--- config.mk ---
export PLATFORM = sky130hd
export DESIGN_NAME = cam_window_capture
export DESIGN_NICKNAME = d
export VERILOG_FILES = /design/src/rtl/cam_window_capture.sv
export SDC_FILE = /design/constraint.sdc
export NUM_CORES = 1
export LEC_CHECK = 0
export CAP_MARGIN = 20
export CORE_MARGIN = 2
export CORE_UTILIZATION = 59
export DETAILED_ROUTE_END_ITERATION = 10
export PLACE_DENSITY = 0.89
export SLEW_MARGIN = 10
export SYNTH_ARGS = -nofsm -noshare
export SYNTH_HDL_FRONTEND = slang
export SYNTH_SLANG_ARGS = --single-unit
--- constraint.sdc ---
create_clock -name clk -period 8.4 [get_ports clk]
set_input_delay 0.84 -clock clk [delete_from_list [all_inputs] [get_ports clk]]
set_output_delay 0.84 -clock clk [all_outputs]
set_load 0.005 [all_outputs]
--- src/rtl/cam_window_capture.sv ---
// cam_window_capture
// Capture stage between the camera pixel assembler and the frame buffer.
// It tracks the (x,y) position of every pixel in a camera frame and writes
// only a rectangular window of pixels to buffer port A. Each pixel is written
// either as raw RGB565 or as 8-bit luma. The stage also provides frame-aligned
// freeze, a completed-frame counter and sticky detection of short frames.
//
// Ports
//   clk         pixel-domain clock, all logic on its rising edge
//   rst         asynchronous active-high reset
//   pix_valid   one-cycle strobe, pix_data holds a complete pixel
//   pix_data    RGB565 pixel, R=[15:11] G=[10:5] B=[4:0]
//   frame_start one-cycle pulse at the start of each camera frame
//   mode        0 = RGB565 passthrough, 1 = gray8 in wr_data[7:0]
//   freeze      level, hold the last completed frame in the buffer
//   wr_en       buffer write strobe
//   wr_addr     buffer write address, row-major inside the window
//   wr_data     buffer write data
//   frame_done  one-cycle pulse in the write slot of a frame's last pixel
//   capturing   high while capturing (one cycle behind the state register)
//   frame_cnt   completed-frame counter, wraps 255 -> 0
//   sync_err    sticky flag for a frame_start that arrives inside a frame
module cam_window_capture #(
  parameter int FRAME_W = 640,
  parameter int FRAME_H = 480,
  parameter int WIN_X0  = 0,
  parameter int WIN_Y0  = 0,
  parameter int WIN_W   = 150,
  parameter int WIN_H   = 150,
  parameter int ADDR_W  = 15
) (
  input  logic              clk,
  input  logic              rst,
  input  logic              pix_valid,
  input  logic [15:0]       pix_data,
  input  logic              frame_start,
  input  logic              mode,
  input  logic              freeze,
  output logic              wr_en,
  output logic [ADDR_W-1:0] wr_addr,
  output logic [15:0]       wr_data,
  output logic              frame_done,
  output logic              capturing,
  output logic [7:0]        frame_cnt,
  output logic              sync_err
);

  // Counters are one bit wider than strictly needed. This lets a window edge
  // equal to the frame size still fit in the counter width.
  localparam int XW = $clog2(FRAME_W + 1);
  localparam int YW = $clog2(FRAME_H + 1);

  localparam logic [XW-1:0] X_LAST = XW'(FRAME_W - 1);
  localparam logic [YW-1:0] Y_LAST = YW'(FRAME_H - 1);
  localparam logic [XW-1:0] X_LO   = XW'(WIN_X0);
  localparam logic [YW-1:0] Y_LO   = YW'(WIN_Y0);
  localparam logic [XW-1:0] X_SPAN = XW'(WIN_W);
  localparam logic [YW-1:0] Y_SPAN = YW'(WIN_H);

  typedef enum logic [1:0] {IDLE, CAPTURE, HOLD} state_t;

  state_t            state;
  logic [XW-1:0]     x;
  logic [YW-1:0]     y;
  logic [ADDR_W-1:0] addr_cnt;

  logic              restart;
  logic              accept;
  logic              in_win;
  logic              last_pix;
  logic [XW-1:0]     cur_x;
  logic [YW-1:0]     cur_y;
  logic [ADDR_W-1:0] cur_addr;
  logic [XW-1:0]     x_off;
  logic [YW-1:0]     y_off;

  logic              s1_valid;
  logic              s1_last;
  logic              s1_mode;
  logic [15:0]       s1_pix;
  logic [ADDR_W-1:0] s1_addr;

  logic [7:0]        r8;
  logic [7:0]        g8;
  logic [7:0]        b8;
  logic [15:0]       luma_sum;
  logic [7:0]        gray;

  // A frame restart takes effect before a pixel in the same cycle, so that
  // pixel is treated as (0,0) with address 0 of the new frame. The window test
  // subtracts the window origin and does one unsigned compare. Positions left
  // of (or above) the origin wrap to large values and fall outside the span.
  always_comb begin
    restart  = frame_start && ((state == CAPTURE) || ((state == IDLE) && !freeze));
    accept   = pix_valid && ((state == CAPTURE) || restart);
    cur_x    = restart ? '0 : x;
    cur_y    = restart ? '0 : y;
    cur_addr = restart ? '0 : addr_cnt;
    x_off    = cur_x - X_LO;
    y_off    = cur_y - Y_LO;
    in_win   = (x_off < X_SPAN) && (y_off < Y_SPAN);
    last_pix = (cur_x == X_LAST) && (cur_y == Y_LAST);
  end

  // Control FSM, position counters and pipeline stage 1.
  // A pixel that arrives while freeze is held still completes the current frame.
  // The freeze level is checked only on the frame's last pixel.
  always_ff @(posedge clk or posedge rst) begin
    if (rst) begin
      state     <= IDLE;
      x         <= '0;
      y         <= '0;
      addr_cnt  <= '0;
      capturing <= 1'b0;
      sync_err  <= 1'b0;
      s1_valid  <= 1'b0;
      s1_last   <= 1'b0;
      s1_mode   <= 1'b0;
      s1_pix    <= '0;
      s1_addr   <= '0;
    end else begin
      capturing <= (state == CAPTURE);
      s1_valid  <= accept && in_win;
      s1_last   <= accept && last_pix;
      s1_mode   <= mode;
      s1_pix    <= pix_data;
      s1_addr   <= cur_addr;

      if (restart) begin
        if (state == CAPTURE) sync_err <= 1'b1;
        state    <= CAPTURE;
        x        <= '0;
        y        <= '0;
        addr_cnt <= '0;
      end

      if (accept) begin
        if (in_win) addr_cnt <= cur_addr + 1'b1;
        if (cur_x == X_LAST) begin
          x <= '0;
          if (cur_y == Y_LAST) begin
            y     <= '0;
            state <= freeze ? HOLD : IDLE;
          end else begin
            y <= cur_y + 1'b1;
          end
        end else begin
          x <= cur_x + 1'b1;
        end
      end

      if ((state == HOLD) && !freeze) state <= IDLE;
    end
  end

  // Luma from RGB565. Each channel is first expanded to 8 bits by repeating
  // its top bits. The weighted sum of 255s peaks at 65280, so 16 bits is enough.
  always_comb begin
    r8       = {s1_pix[15:11], s1_pix[15:13]};
    g8       = {s1_pix[10:5],  s1_pix[10:9]};
    b8       = {s1_pix[4:0],   s1_pix[4:2]};
    luma_sum = 16'd77 * {8'd0, r8} + 16'd150 * {8'd0, g8} + 16'd29 * {8'd0, b8};
    gray     = 8'(luma_sum >> 8);
  end

  // Pipeline stage 2: buffer write port, frame_done and the frame counter.
  // Both modes have the same latency, so the mode can change per pixel.
  always_ff @(posedge clk or posedge rst) begin
    if (rst) begin
      wr_en      <= 1'b0;
      wr_addr    <= '0;
      wr_data    <= '0;
      frame_done <= 1'b0;
      frame_cnt  <= '0;
    end else begin
      wr_en      <= s1_valid;
      wr_addr    <= s1_addr;
      wr_data    <= s1_mode ? {8'd0, gray} : s1_pix;
      frame_done <= s1_last;
      if (s1_last) frame_cnt <= frame_cnt + 1'b1;
    end
  end

endmodule

==> metrics.txt, run 1 <==
effective utilization at floorplan=0.6076; initial antenna violation count=0; iteration-0 DRC count of the detailed router=266; placed wire-length estimate after detailed placement=11450 um; setup TNS after final layout=0 ns; result of the run=complete, no violations; Final min period=6.913 ns; total count of hold-check failures in the final report=0; sequential-to-total area share from yosys stat=0.3859; number of vias after detailed routing=5130; number of primary I/O pins=65; count leader, synth=dfrtp_1; CTS clock-pin slew for the worst setup and hold paths=0.06 ns; path type of the worst setup path=register to register; buffers from clock root to sink, at most=2; area delta synth->final=19.16%; net count after synthesis=823; Gate Count Post-Synth=660; number of remaining DRC errors=0; Top FF cell, synth=dfrtp_1; TritonCTS buffer count=17; Setup crit start kind=register; largest cells by area after synthesis=dfrtp_1 (39%), ha_1 (15%), fa_1 (15%); post-CTS repair timing setup buffer count=0; die width=115.5 um; post-detailed-route via-to-cell ratio=5.607; Max Fclk=144.7 MHz; htree depth=4; critical path arrival=7.20 ns; Yosys warning total=0; largest area contributor in the netlist=dfrtp_1; #FFs+latches synth=113; number of clock sinks=113; final WL=15880 um; Placeable Area=12060 um2; worst clock skew=0.008245 ns; top post-synthesis cells by count=dfrtp_1 (113), inv_1 (105), ha_1 (87), fa_1 (54); Post-Layout Inst Area=8732 um2; setup repair after global routing missed its margin=false; number of optimization iterations in the first detailed-route pass=4; number of filler cells placed in the layout=798; critical path endpoint category=register; Final Setup Violations=0; WP data required=8.69 ns; instance area at placement=8142 um2; wire length per cell=17.35 um; number of synthesized flops with an enable pin=0; global-route wire length before repair=26920 um; slew at the pin closest to its max-slew limit=0.8303 ns; CP Max Fanout=8; Overall Global Routing Usage=0.2647; Worst slew margin=0.4465; Peak VDD IR=0.0003633 V; leftover overflow at the end of global routing=0; overall power of the completed layout=3.209 mW; placed cell count=883; maximum number of pins on one net before global-route repair=68; CTS resizes=0; floorplan die height=115.5 um; row count=40; power per unit of standard cell area=367.5 nW/um2; number of global-route vias before repair=5726; number of nets at the end of the flow=897; post-synthesis async set-or-reset flop share=1.000; Slew Limit Fails=0; Distinct cells, synth=61; post-synthesis average cell area=11.10 um2; ANT cells=0; CTS root buf=clkbuf_16; number of hold buffers added after cts=0; last weighted congestion value of the routability-driven placer=0.9182; share of the core filled with cells=0.7240; synthesized cell area=7328 um2; clock tree from TritonCTS=done; number of nets still failing antenna checks after routing=0; number of standard cells in the layout, taps in and fillers out=915; fraction of layout instances using a drive strength above 1=0.08032; area of the die=13330 um2; proportion of netlist area held by the largest area contributor=0.3859; number of violations of the max-capacitance limit=0; leakage power total=4.277 nW; later-pin clock latency in the skew report=0.42 ns; class of the tightest hold or removal check=register to register; share of the clock period used by the worst path after layout=0.8230; number of I/O port buffers=64
[critical path, stage by stage, from the launching register on]
cell and delay [ns]:
dfrtp_1 0.52, ha_1 0.30, ha_1 0.27, inv_1 0.05, fa_1 0.49, fa_1 0.51, inv_1 0.04, ha_1 0.35
a21oi_1 0.18, xnor2_1 0.14, ha_1 0.26, fa_1 0.51, inv_1 0.05, fa_1 0.46, fa_1 0.55, inv_1 0.05
ha_1 0.35, a21oi_1 0.20, a21boi_0 0.12, a211oi_2 0.36, o22ai_1 0.23, mux2i_1 0.32, a211oi_1 0.15, a311o_1 0.33
[flip-flops by register name, summed over array words and instances (netlist names), 2 cells and up]
| signal | count |
|---|---|
| frame_cnt | 8 |
| x | 10 |
| s1_pix | 16 |
| wr_data | 16 |
| state | 2 |
| y | 9 |
| wr_addr | 15 |
| s1_addr | 15 |
| addr_cnt | 15 |
[metrics by stage]
step                worst slack [ns]  hold WS (ns)
finish                         1.487        0.3479
global route                   1.165        0.3501
CTS                            1.473        0.3474
detailed placement             1.584        0.3380
global placement               1.788        0.3345
floorplan                      2.060        0.3312
[final cells by class]
class | instances | area (um2) | share of cell area
Multi-Input combinational cell | 431 | 4055 | 0.4644
Sequential cell | 113 | 2828 | 0.3238
Timing Repair Buffer | 65 | 648.1 | 0.07422
Clock buffer | 20 | 466.7 | 0.05345
Inverter | 106 | 400.4 | 0.04585
Tap cell | 168 | 210.2 | 0.02407
Clock inverter | 12 | 123.9 | 0.01419
[power by group]
group	switching [mW]	internal, mW
sequential	0.0238	0.588
clock	0.270	0.436
combinational	1.04	0.855
total	1.33	1.88
[final timing paths]
path | startpoint | endpoint | slack [ns] | cells past startpoint
min reg2reg | s1_addr[12] | wr_addr[12] | 0.35 | 0
max in group asynchronous | rst | wr_addr[10] | 6.30 | 3
max | s1_pix[9] | wr_data[7] | 1.49 | 23
min in group asynchronous | rst | state[0] | 0.84 | 2
max reg2reg | s1_pix[9] | wr_data[7] | 1.49 | 23
min | s1_addr[12] | wr_addr[12] | 0.35 | 0
[cells in the final DEF, fill, tap and decap left out, drive strengths merged, types with 3 or more instances in the layout]
cell type      synthesis  layout
a211oi                 4       4
a21o                   5       5
a21oi                 23      23
and2                  17      17
clkbuf                 7      20
clkdlybuf4s50          0      64
clkinv                 0       5
dfrtp                113     113
fa                    54      54
ha                    87      87
inv                  106     110
mux2                   9       9
nand2                 36      36
nand2b                 4       4
nand3                 13      13
nand4                 13      13
nor2                  35      35
nor2b                  9       9
nor3                   8       8
nor3b                  3       3
nor4                  10      10
o21a                   5       5
o21ai                 16      16
o31ai                  3       3
or2                    3       3
or3                    5       5
xnor2                 17      17
xor2                  23      23
[cell families (layout without fill, tap and decap cells)]
kind of cell,count (synthesis),in the layout,share of synthesized area
compound gates,75,75,0.07052
xor+xnor,40,40,0.04781
fa+ha+maj,141,141,0.2961
buf+inv,116,203,0.06078
flops,113,113,0.3859
mux,11,11,0.01656
simple gates,164,164,0.1224
[layer usage]
metal	up-vias	global-route usage	wire length, um
met4	0	0.1189	499
met3	52	0.05962	753
met5	-	0	0
met2	165	0.4741	8592
met1	2572	0.3029	6029
li1	2341	-	-
Power figures use the tool's default switching activity.
==> run 2: changes to the inputs <==
--- a/config.mk
+++ b/config.mk
@@ -7,9 +7,9 @@
 export LEC_CHECK = 0
 export CAP_MARGIN = 20
 export CORE_MARGIN = 2
-export CORE_UTILIZATION = 59
+export CORE_UTILIZATION = 53
 export DETAILED_ROUTE_END_ITERATION = 10
-export PLACE_DENSITY = 0.89
+export PLACE_DENSITY = 0.85
 export SLEW_MARGIN = 10
 export SYNTH_ARGS = -nofsm -noshare
 export SYNTH_HDL_FRONTEND = slang
==> constraint.sdc (replaced) <==
create_clock -name clk -period 6 [get_ports clk]
set_input_delay 0.6 -clock clk [delete_from_list [all_inputs] [get_ports clk]]
set_output_delay 0.6 -clock clk [all_outputs]
set_load 0.005 [all_outputs]
==> metrics.txt, run 2 (synthesis results as in run 1) <==
result of the run=finished with violations; violated checks=negative setup slack; cell occurring most often along the worst timing path=fa_1; Final Setup Violations=5; leakage power total=4.398 nW; Peak VDD IR=0.0007861 V; number of clock sinks=113; start point of the worst min-delay path=s1_addr[1]; Setup crit start kind=register; critical path arrival=6.46 ns; pre-CTS setup slack=-0.2086 ns; number of vias after detailed routing=5170; area delta synth->final=25.82%; later-pin clock latency in the skew report=0.42 ns; CTS root buf=clkbuf_16; area of the die=14780 um2; number of remaining DRC errors=0; die width=121.6 um; critical path endpoint category=register; CTS clock-pin slew for the worst setup and hold paths=0.06 ns; initial antenna violation count=0; htree depth=4; setup repair after global routing missed its margin=true; number of I/O port buffers=64; most frequent cells in the layout=dfrtp_1 (112), inv_1 (97), ha_1 (72), clkdlybuf4s50_1 (64), fa_1 (54); largest registers=s1_pix: 16 flops, wr_data: 16 flops; floorplan die height=121.6 um; number of optimization iterations in the first detailed-route pass=4; Worst slew margin=0.4213; wire length per cell=17.06 um; Post-Layout Inst Area=9220 um2; standard cell with the maximum stage delay on the critical path=fa_1; maximum number of pins on one net before global-route repair=73; leftover overflow at the end of global routing=0; most common library cell in the layout ignoring fill and taps=dfrtp_1; number of filler cells placed in the layout=913; max incr delay on CP=0.56 ns; number of global-route vias before repair=5636; number of nets still failing antenna checks after routing=0; Met1 Wirelength=6157 um; overall power of the completed layout=5.748 mW; power per unit of standard cell area=623.5 nW/um2; number of nets at the end of the flow=917; path type of the worst setup path=register to register; buffers from clock root to sink, at most=2; number of primary I/O pins=65; final WL=16070 um; routed length on met3=590 um; iteration-0 DRC count of the detailed router=225; placed wire-length estimate after detailed placement=11460 um; series of cell instances along the critical path=buf_4, buf_4, ha_2, ha_4, ha_4, ha_1, a21o_1, a21oi_4, o21ai_4, xor2_2, fa_1, fa_1, inv_2, fa_1, fa_1, inv_2, ha_4, nand3_4, nor3_4, a211oi_2, o22ai_2, mux2i_1, a211oi_1, a311o_1; row count=42; class of the tightest hold or removal check=register to register; TritonCTS buffer count=17; effective utilization at floorplan=0.5490; ANT cells=0; total count of hold-check failures in the final report=0; instance area at placement=8363 um2; Slew Limit Fails=0; slew at the pin closest to its max-slew limit=0.8680 ns; Crit. Startpoint=s1_pix[6]; Max Used Layer=met4; Max Fclk=162.4 MHz; share of the core filled with cells=0.6908; share of the clock period used by the worst path after layout=1.026; Overall Global Routing Usage=0.2306; number of violations of the max-capacitance limit=0; sequential standard cell area=2829 um2; number of hold buffers added after cts=0; final setup margin=-0.1586 ns; last weighted congestion value of the routability-driven placer=0.9173; WP data required=6.30 ns; startpoint of the worst register-to-register path=s1_pix[6]; Final min period=6.159 ns; worst clock skew=0.007852 ns; area of combinational cells with multiple inputs=4378 um2; Placeable Area=13350 um2; global-route wire length before repair=26340 um; CP Max Fanout=4; fraction of layout instances using a drive strength above 1=0.1593; met2 routed wirelength=8830 um; post-detailed-route via-to-cell ratio=5.488; clock tree from TritonCTS=done
## run 2: cell types whose count changed in the layout (fill, tap and decap cells not counted), sizes merged
| cell | change |
|---|---|
| clkinvlp | +2 |
| bufinv | +2 |
| clkinv | +1 |
| inv | -4 |
| clkbuf | -2 |
| buf | +20 |
## run 2: per-stage QoR
step / std cells / hold WS (ns) / setup TNS (ns)
after global placement: 906 / 0.3348 / -0.02552
after floorplan: 660 / 0.3312 / 0
after global routing: 942 / 0.3542 / -1.609
final: 942 / 0.3471 / -0.4839
after detailed placement: 906 / 0.3363 / -0.5168
after CTS: 940 / 0.3492 / -0.2887
## run 2: repair_timing
item	4_1_cts	5_1_grt
endpoints found under the setup margin	5	8
resized for setup	10	32
pin swaps	20	13
setup buffers	3	2
## run 2: per-layer routing
metal,up-vias,global-route usage
met3,46,0.05337
li1,2379,-
met4,0,0.08405
met5,-,0
met2,125,0.4245
met1,2620,0.2611
## run 2: report_power, final
group | total [mW] | internal [mW] | switching [mW]
Sequential | 0.857 | 0.824 | 0.0331
Combinational | 3.89 | 1.91 | 1.97
Clock | 1.01 | 0.649 | 0.357
Total | 5.75 | 3.38 | 2.36
## run 2: critical path, delay by kind of cell, from the launching register on
kind                       cells  cell delay (ns)
AOI/OAI and AO/OA              7             1.44
xor gates and xnor gates       1             0.17
adders and majority gates      9             3.28
buffers and inverters          4             0.39
DFF                            1             0.41
muxes                          1             0.23
and+or+nand+nor                2             0.11
## run 2: final cells by class
class                           instances  area share
Clock buffer                           18     0.04655
Clock inverter                         13     0.01791
Inverter                              106     0.04343
Sequential cell                       113      0.3068
Timing Repair Buffer                   85     0.08658
Tap cell                              176     0.02388
Multi-Input combinational cell        431      0.4748
## run 2: worst paths after layout
path                               to  slack, ns  cells past startpoint
min in group asynchronous  wr_data[7]       0.59                      2
max in group asynchronous    state[0]       4.13                      3
hold reg to reg            wr_addr[1]       0.35                      0
hold / removal             wr_addr[1]       0.35                      0
setup / recovery           wr_data[7]      -0.16                     24
setup reg to reg           wr_data[7]      -0.16                     24
